<file path="src/rtl/ecc_result_serializer.sv">
// rtl/ecc_result_serializer.sv - serializes the ECC kP affine result (x, y) into a framed nibble stream
// Optional macro SERIALIZER_DBUF_EN adds a one-entry result buffer for zero-bubble back-to-back streams.
module ecc_result_serializer #(
    parameter int DATA_W = 32,
    parameter int NIB_W  = 4
) (
    input  logic              i_clk,
    input  logic              i_rst,
    input  logic              i_valid,
    input  logic [DATA_W-1:0] i_x,
    input  logic [DATA_W-1:0] i_y,
    input  logic              i_hold,
    output logic              o_ready,
    output logic [NIB_W-1:0]  o_kP,
    output logic              o_kP_valid,
    output logic              o_first,
    output logic              o_last,
    output logic              o_overrun
);

    localparam int SR_W       = 2 * DATA_W;
    localparam int COORD_NIBS = DATA_W / NIB_W;
    localparam int CNT_W      = $clog2(COORD_NIBS);
    localparam logic [CNT_W-1:0] CNT_LAST    = CNT_W'(COORD_NIBS - 1);
    localparam logic [CNT_W-1:0] CNT_PRELAST = CNT_W'(COORD_NIBS - 2);

    typedef enum logic [1:0] {
        IDLE    = 2'd0,
        SHIFT_X = 2'd1,
        SHIFT_Y = 2'd2
    } state_t;

    state_t            state;
    state_t            state_d;
    logic [CNT_W-1:0]  cnt;
    logic [CNT_W-1:0]  cnt_d;
    logic [SR_W-1:0]   sr;
    logic [SR_W-1:0]   sr_d;
    logic [NIB_W-1:0]  kp_d;
    logic              first_d;
    logic              last_d;
    logic              valid_d;

    logic              accept;
    logic              consume;
    logic              end_y;
    logic              load_in;
    logic              load_buf;
    logic              load;
    logic [SR_W-1:0]   load_data;

    assign accept  = i_valid && o_ready;
    assign consume = (state != IDLE) && !i_hold;
    assign end_y   = (state == SHIFT_Y) && (cnt == CNT_LAST) && !i_hold;
    // Direct load: from IDLE, or (buffered build only) on the last-nibble consume edge.
    assign load_in = accept && ((state == IDLE) || end_y);
    assign load    = load_in || load_buf;

`ifdef SERIALIZER_DBUF_EN
    logic [SR_W-1:0] buf_data;
    logic            buf_full;
    logic            buf_fill;

    assign o_ready   = !buf_full;
    assign load_buf  = end_y && buf_full;
    assign buf_fill  = accept && (state != IDLE) && !end_y;
    assign load_data = load_buf ? buf_data : {i_x, i_y};

    always_ff @(posedge i_clk) begin
        if (!i_rst) begin
            buf_data <= '0;
            buf_full <= 1'b0;
        end else if (load_buf) begin
            buf_full <= 1'b0;
        end else if (buf_fill) begin
            buf_data <= {i_x, i_y};
            buf_full <= 1'b1;
        end
    end
`else
    assign o_ready   = (state == IDLE);
    assign load_buf  = 1'b0;
    assign load_data = {i_x, i_y};
`endif

    always_ff @(posedge i_clk) begin
        if (!i_rst) begin
            state <= IDLE;
        end else begin
            state <= state_d;
        end
    end

    always_comb begin
        state_d = state;
        case (state)
            IDLE: begin
                if (load) begin
                    state_d = SHIFT_X;
                end
            end
            SHIFT_X: begin
                if (consume && (cnt == CNT_LAST)) begin
                    state_d = SHIFT_Y;
                end
            end
            SHIFT_Y: begin
                if (end_y) begin
                    state_d = load ? SHIFT_X : IDLE;
                end
            end
            default: state_d = IDLE;
        endcase
    end

    // Next values of the registered stream outputs; a load takes priority over returning to IDLE.
    always_comb begin
        sr_d    = sr;
        cnt_d   = cnt;
        kp_d    = o_kP;
        first_d = o_first;
        last_d  = o_last;
        valid_d = o_kP_valid;
        if (load) begin
            sr_d    = {load_data[SR_W-NIB_W-1:0], {NIB_W{1'b0}}};
            kp_d    = load_data[SR_W-1 -: NIB_W];
            cnt_d   = '0;
            first_d = 1'b1;
            last_d  = 1'b0;
            valid_d = 1'b1;
        end else if (end_y) begin
            sr_d    = '0;
            kp_d    = '0;
            cnt_d   = '0;
            first_d = 1'b0;
            last_d  = 1'b0;
            valid_d = 1'b0;
        end else if (consume) begin
            sr_d    = {sr[SR_W-NIB_W-1:0], {NIB_W{1'b0}}};
            kp_d    = sr[SR_W-1 -: NIB_W];
            cnt_d   = (cnt == CNT_LAST) ? '0 : cnt + 1'b1;
            first_d = 1'b0;
            last_d  = (state == SHIFT_Y) && (cnt == CNT_PRELAST);
            valid_d = 1'b1;
        end
    end

    always_ff @(posedge i_clk) begin
        if (!i_rst) begin
            sr         <= '0;
            cnt        <= '0;
            o_kP       <= '0;
            o_first    <= 1'b0;
            o_last     <= 1'b0;
            o_kP_valid <= 1'b0;
            o_overrun  <= 1'b0;
        end else begin
            sr         <= sr_d;
            cnt        <= cnt_d;
            o_kP       <= kp_d;
            o_first    <= first_d;
            o_last     <= last_d;
            o_kP_valid <= valid_d;
            o_overrun  <= o_overrun | (i_valid & ~o_ready);
        end
    end

endmodule

</file>
<file path="config.mk">
export PLATFORM = sky130hd
export DESIGN_NAME = ecc_result_serializer
export DESIGN_NICKNAME = d
export VERILOG_FILES = /design/src/rtl/ecc_result_serializer.sv
export SDC_FILE = /design/constraint.sdc
export NUM_CORES = 1
export LEC_CHECK = 0
export BUFFER_PORTS_ARGS = -buffer_cell sky130_fd_sc_hd__buf_2
export CORE_MARGIN = 5
export CORE_UTILIZATION = 48
export DETAILED_ROUTE_END_ITERATION = 8
export GPL_TIMING_DRIVEN = 0
export PLACE_DENSITY_LB_ADDON = 0.15
export SETUP_SLACK_MARGIN = 0.1
export SKIP_LAST_GASP = 1
export SLEW_MARGIN = 20
export SYNTH_ARGS = -nofsm -noshare
export SYNTH_HDL_FRONTEND = slang
export SYNTH_SLANG_ARGS = --single-unit
</file>
<file path="constraint.sdc">
create_clock -name i_clk -period 3.7 [get_ports i_clk]
set_clock_uncertainty 0.2 [all_clocks]
set_input_delay 0.555 -clock i_clk [delete_from_list [all_inputs] [get_ports i_clk]]
set_output_delay 0.555 -clock i_clk [all_outputs]
set_load 0.005 [all_outputs]
</file>
==> impl_metrics.ini, run 1 <==
[floorplanning]
fp.dieW_um = 92.4
core-area_um2 = 6720
io-pin-count = 77
die_y_um = 92.4
die-area_um2 = 8540
start_util_pct = 48.5
rows = 30

[worst_setup_path]
r2r-end = sr[55]
end_kind = flip-flop
reg2reg_depth = 7
r2r-start = cnt[0]
cp_common_cell = ha_1
startpoint_type = flip-flop
critPathMaxFanout = 10
critPathSlowestCell = dfxtp_1
slowest_delay_ns = 0.34
setup.worst_path.class = flip-flop to flip-flop
r2r_slack_ns = 1.76
cp.arrival_ns = 2.00
critPathRequiredTime_ns = 3.76
path_cells = ha_1, ha_1, nand2b_1, clkbuf_1, buf_2, a21oi_1, nor3_1

[drt]
first_pass_iters = 4
routedWlPerCell_um = 14.5
vias_per_cell = 5.45
post-route-drc-count = 0
via_count = 3142
ant_nets = 0
drt_iter0_drc = 179
routed_wl_um = 8380

[timing]
finalSetupViolations = 0
drv_slew = 0
worst_pin_slew_ns = 0.612
post-route-period-util_pct = 52.5
hold_viol_final = 0
tns_ns = 0
finalCriticalPeriod_ns = 1.94
maxSlewHeadroom_pct = 59.2
max_freq_mhz = 515
grt_setup_unrepaired = no

[power]
p_seq_share_pct = 50.0
power.density_nw_per_um2 = 453
pwr-share-clk_pct = 34.5
power_frac_comb_pct = 15.6
p_sw_mw = 0.469
p_int_mw = 1.31
power_mw = 1.78
p_leak_nw = 1.64
p_sw_share_pct = 26.4
ir_drop_mv = 0.212

[hold_path]
hold_path_startpoint = i_y[0]
min_delay_path_depth = 3
hold_class = input port to flip-flop
hold_end = sr[4]

[global_route]
grt_max_degree = 13
antenna_found_initial = 0
grt_pass1_wl_um = 14000
grt-ovfl-total = 0
grt_pass1_vias = 3057
grt_use_total_pct = 20.0

[layout]
layout-drive-gt1-share_pct = 26.0
final_util_pct = 58.5
area_growth_pct = 20.6
layout_common_cells = 120 x nor3_1, 97 x buf_2, 73 x dfxtp_1
nFillCells = 682
insertedDiodeCount = 0
final_area_um2 = 3930
final_common_cell = nor3_1
num-nets-final = 563

[clocking]
cts_tree = yes
clk_latency_ns = 0.33
clockBufferDepth = 2
cts_max_level = 3
cts_root_buffer = clkbuf_8
cts_setup_buffers = 0
cts_num_sinks = 73
clk_pin_slew_ns = 0.07
cts_resized = 0
cts_hold_buffers = 0
cts_buffers = 9

[yosys]
synth_seq_cells = 73
synth_area_per_cell_um2 = 8.03
yosysWarningCount = 0
synth_area_um2 = 3260
yosysSeqAreaShare_pct = 44.8
synth_nets = 477
synth_cell_types = 29
synthCells = 406

[place]
dp_hpwl_um = 5960
placed_area_um2 = 3730
portBuffers = 75
place_congestion = 0.782

[run]
drv_cap = 0

[run_status]
status = completed
area by class of cell:
type	count	area (um^2)	area share [%]
clock buffer	10	138	3.50
clock inverter	6	57.6	1.46
inverter	1	3.75	0.0955
buffer	45	290	7.39
multi-input combinational	287	1500	38.3
tap	80	100	2.55
timing repair buffer	75	375	9.55
sequential	73	1460	37.2
critical path, delay by kind of cell, from the launching register on:
kind	cells	cell delay [ns]
buf+inv	2	0.54
flops	1	0.34
simple gates	2	0.26
fa+ha+maj	2	0.43
compound gates	1	0.10
logic make-up after synthesis:
kind of cell | count (synthesis) | synth area share (%)
compound gates | 134 | 21.3
fa+ha+maj | 3 | 1.15
buf+inv | 46 | 9.02
flops | 73 | 44.8
simple gates | 150 | 23.7
per-layer routing:
layer | wire length, um | track usage (%) | vias to the layer above | part of all wire, %
met1 | 3900 | 25.9 | 1433 | 46
li1 | - | - | 1643 | -
met5 | 0 | 0 | - | 0
met2 | 4040 | 33.2 | 53 | 48
met4 | 137 | 7.43 | 0 | 1.6
met3 | 305 | 3.49 | 13 | 3.6
power by group through the flow:
stage	Clock [mW]	Combinational (mW)	Sequential, mW
global route	0.667	0.313	0.897
CTS	0.633	0.279	0.889
floorplan	0	0.192	0.898
detailed placement	0	0.277	0.907
global placement	0	0.273	0.905
finish	0.613	0.277	0.889
worst max-delay path by stage:
stage | slack (ns) | to | cells after the start | startpoint
finish | 1.76 | sr[55] | 7 | cnt[0]
global route | 1.58 | sr[61] | 7 | cnt[0]
CTS | 1.69 | sr[55] | 7 | cnt[0]
detailed placement | 1.66 | sr[28] | 4 | i_rst
global placement | 1.67 | sr[27] | 4 | i_rst
floorplan | 2.06 | sr[29] | 5 | i_valid
sequential cells by signal, summed over array words and instances, names as in the netlist:
signal and flops:
state 2, o_overrun 1, o_last 1, o_kP_valid 1, cnt 3, sr 60, o_first 1, o_kP 4
per-stage QoR:
stage                     hold slack [ns]  std cells  setup WS, ns
after global routing                0.249        577          1.58
final                               0.249        577          1.76
after CTS                           0.240        577          1.69
after detailed placement            0.254        561          1.66
after global placement              0.242        561          1.67
after floorplan                     0.236        406          2.06
cell usage after synthesis (all sizes together):
library cell | count | area share (%)
a21oi | 63 | 9.7
nor2b | 3 | 0.58
nand3b | 1 | 0.23
or3 | 1 | 0.19
clkbuf | 9 | 1.0
nor4bb | 2 | 0.61
o21ai | 64 | 9.8
nor3b | 2 | 0.61
o21ba | 1 | 0.31
o21bai | 1 | 0.23
or3b | 1 | 0.27
inv | 1 | 0.12
a211oi | 1 | 0.23
buf | 36 | 7.9
nor3 | 120 | 18
o21a | 2 | 0.46
nand2 | 8 | 0.92
dfxtp | 73 | 45
nand2b | 1 | 0.19
ha | 3 | 1.2
nor2 | 5 | 0.58
a22oi | 1 | 0.23
o311a | 1 | 0.31
nand3 | 5 | 0.77
nand4bb | 1 | 0.35
Note: power is estimated with default switching activity, not from simulation.
==> run 2: changes to the inputs <==
--- a/config.mk
+++ b/config.mk
@@ -5,6 +5,7 @@
 export SDC_FILE = /design/constraint.sdc
 export NUM_CORES = 1
 export LEC_CHECK = 0
+export ABC_AREA = 1
 export BUFFER_PORTS_ARGS = -buffer_cell sky130_fd_sc_hd__buf_2
 export CORE_MARGIN = 5
 export CORE_UTILIZATION = 48
==> constraint.sdc (replaced) <==
create_clock -name i_clk -period 1.7 [get_ports i_clk]
set_clock_uncertainty 0.2 [all_clocks]
set_input_delay 0.255 -clock i_clk [delete_from_list [all_inputs] [get_ports i_clk]]
set_output_delay 0.255 -clock i_clk [all_outputs]
set_load 0.005 [all_outputs]
==> run 2 against run 1 <==
Critical endpoint is now sr[20]. Sequential share of layout area decreased by 8.2 points. Global-route usage increased by 2.1 points. Cell area increased by 29%. Die area increased by 12%. Combinational power increased to 3.4 times the previous value. Synthesized cell count increased by 43%. Power increased by 140%. Highest routed layer unchanged. Largest cell class unchanged. The flow now finishes with violations (setup timing).
==> impl_metrics.ini, run 2 <==
[place]
place_congestion = 0.828
placed_cells = 756
pre_cts_slack_ns = -0.117
dp_hpwl_um = 6950
portBuffers = 75

[floorplanning]
start_util_pct = 48.6
die-area_um2 = 9600
core-area_um2 = 7650
rows = 32
die_y_um = 98.0
io-pin-count = 77
fp.dieW_um = 98.0

[drt]
routedWlPerCell_um = 13.8
wl_met2_um = 5240
met1_length_um = 4980
top_layer = met4
wl_met3_um = 568
routed_wl_um = 11000
via_count = 3923
drt_iter0_drc = 211
post-route-drc-count = 0
vias_per_cell = 4.94
ant_nets = 0
first_pass_iters = 4

[worst_setup_path]
startpoint_type = flip-flop
critPathMaxFanout = 5
cp.arrival_ns = 1.82
setup.worst_path.class = flip-flop to flip-flop
end_kind = flip-flop
critPathRequiredTime_ns = 1.74

[yosys]
synth_area_leaders = dfxtp_1 39%, nand2_1 23%, a21oi_1 8.6%, inv_1 7.3%, o21ai_0 5.5%
synth_area_per_cell_um2 = 6.42
synth_top_cell_by_area = dfxtp_1
synth_top_flop_cell = dfxtp_1
yosysMostFrequentCell = nand2_1
async_flop_share_pct = 0
synth_top_area_share_pct = 39.3
yosysSeqAreaShare_pct = 39.3
synth_cell_types = 21
synthCells = 579
synth_nets = 650
yosysWarningCount = 0
synth_edf_count = 0
ys_top_cells_by_count = 223 x nand2_1, 73 x dfxtp_1, 72 x inv_1, 64 x a21oi_1, 41 x o21ai_0
synth_seq_cells = 73
synth_area_um2 = 3710

[layout]
instances_no_fill = 794
layout-drive-gt1-share_pct = 34.4
num-nets-final = 758
final_common_cell = nand2_1
largest_reg_flops = 60
layout_common_cells = 172 x nand2_1, 83 x buf_2, 71 x inv_1
area_growth_pct = 36.5
largest_registers = sr: 60 flops, o_kP: 4 flops, cnt: 3 flops
top_register = sr
insertedDiodeCount = 0

[run_status]
violations = setup timing
status = complete, but fails checks

[timing]
drv_slew = 0
finalCriticalPeriod_ns = 1.78
worst_pin_slew_ns = 0.588
grt_setup_unrepaired = yes
setup_slack_ns = -0.0798
maxSlewHeadroom_pct = 60.8
hold_viol_final = 0
max_freq_mhz = 562
post-route-period-util_pct = 105
finalSetupViolations = 36

[clocking]
clockBufferDepth = 2
cts_root_buffer = clkbuf_8
clk_latency_ns = 0.35
cts_max_level = 3
clk_pin_slew_ns = 0.08
cts_num_sinks = 73
cts_buffers = 9
cts_tree = yes

[hold_path]
hold_class = input port to flip-flop

[global_route]
grt_max_degree = 12
antenna_found_initial = 0
grt_pass1_vias = 3766
grt-ovfl-total = 0
grt_pass1_wl_um = 17500
grt_use_total_pct = 22.1

[power]
p_leak_nw = 2.61
ir_drop_mv = 0.525
power.density_nw_per_um2 = 847

[run]
drv_cap = 0
run 2: cell count changes after synthesis, moves of 4 or more:
cell,before,now
nand3_1,5,19
nor3_1,120,1
inv_1,1,72
o21ai_0,4,41
buf_2,22,13
buf_1,0,4
nand2_1,8,223
o21ai_1,60,23
run 2: path summary, 6_finish.rpt:
kind         depth (start not counted)     from  slack, ns      end
min reg2reg                          2  o_first       0.27  o_first
max                                 11   cnt[1]      -0.08   sr[20]
max reg2reg                         11   cnt[1]      -0.08   sr[20]
min                                  5  i_x[14]       0.02   sr[50]
run 2: metrics by stage:
step                utilization, %  area (um^2)  TNS (ns)  hold slack (ns)  power, mW
floorplan                        -         3720         0            0.199       2.54
global placement              55.2         4220     -1.68            0.247       2.78
detailed placement            55.2         4220     -2.97            0.254       2.80
CTS                           60.8         4650         0           0.0168       4.16
global route                  66.3         5070     -5.18           0.0277       4.53
finish                        66.3         5070     -1.12           0.0194       4.30
run 2: area by class of cell:
type / count / area [um^2]
multi-input cells: 393 / 2120
clock buffers: 13 / 149
repair buffers: 96 / 613
inverters: 75 / 282
plain buffers: 39 / 269
fillers: 722 / 2580
clock inverters: 3 / 40.0
flip-flops and latches: 73 / 1470
well taps: 102 / 128
run 2: logic make-up (layout without fill, tap and decap cells):
logic type                 count (synthesis)  in the layout  synth area share, %
AOI/OAI and AO/OA                        132            132                 18.2
and+or+nand+nor                          257            258                 27.5
adders and majority gates                  3              3                 1.01
DFF                                       73             73                 39.3
buffers and inverters                    114            226                 14.0
run 2: what timing repair did:
action	in CTS	in global routing
pin swaps	2	46
endpoints found under the setup margin	65	70
resized for setup	30	107
endpoints found under the hold margin	5	0
setup buffers	5	6
gates cloned	5	1
hold buffers	5	0
run 2: worst max-delay path: stages, from the launching register on:
cell and delay (ns):
dfxtp_2 0.36, ha_4 0.14, ha_4 0.13, inv_2 0.04, nor2_4 0.17, buf_6 0.16, nand2_8 0.06, buf_6 0.15
nand2_2 0.05, nand2_1 0.04, nand2_1 0.11, a21oi_2 0.05
run 2: layer usage:
| metal | vias up | global-route usage (%) |
|---|---|---|
| met4 | 0 | 7.99 |
| met3 | 17 | 4.79 |
| met1 | 1785 | 29.5 |
| met5 | - | 0 |
| li1 | 2016 | - |
| met2 | 105 | 35.2 |
run 2: power by group:
part	internal (mW)	switching (mW)	total [mW]	leakage (nW)
sequential	1.88	0.109	1.98	0.605
clock	0.716	0.649	1.37	0.0974
combinational	0.390	0.556	0.946	1.91
total	2.98	1.31	4.30	2.61
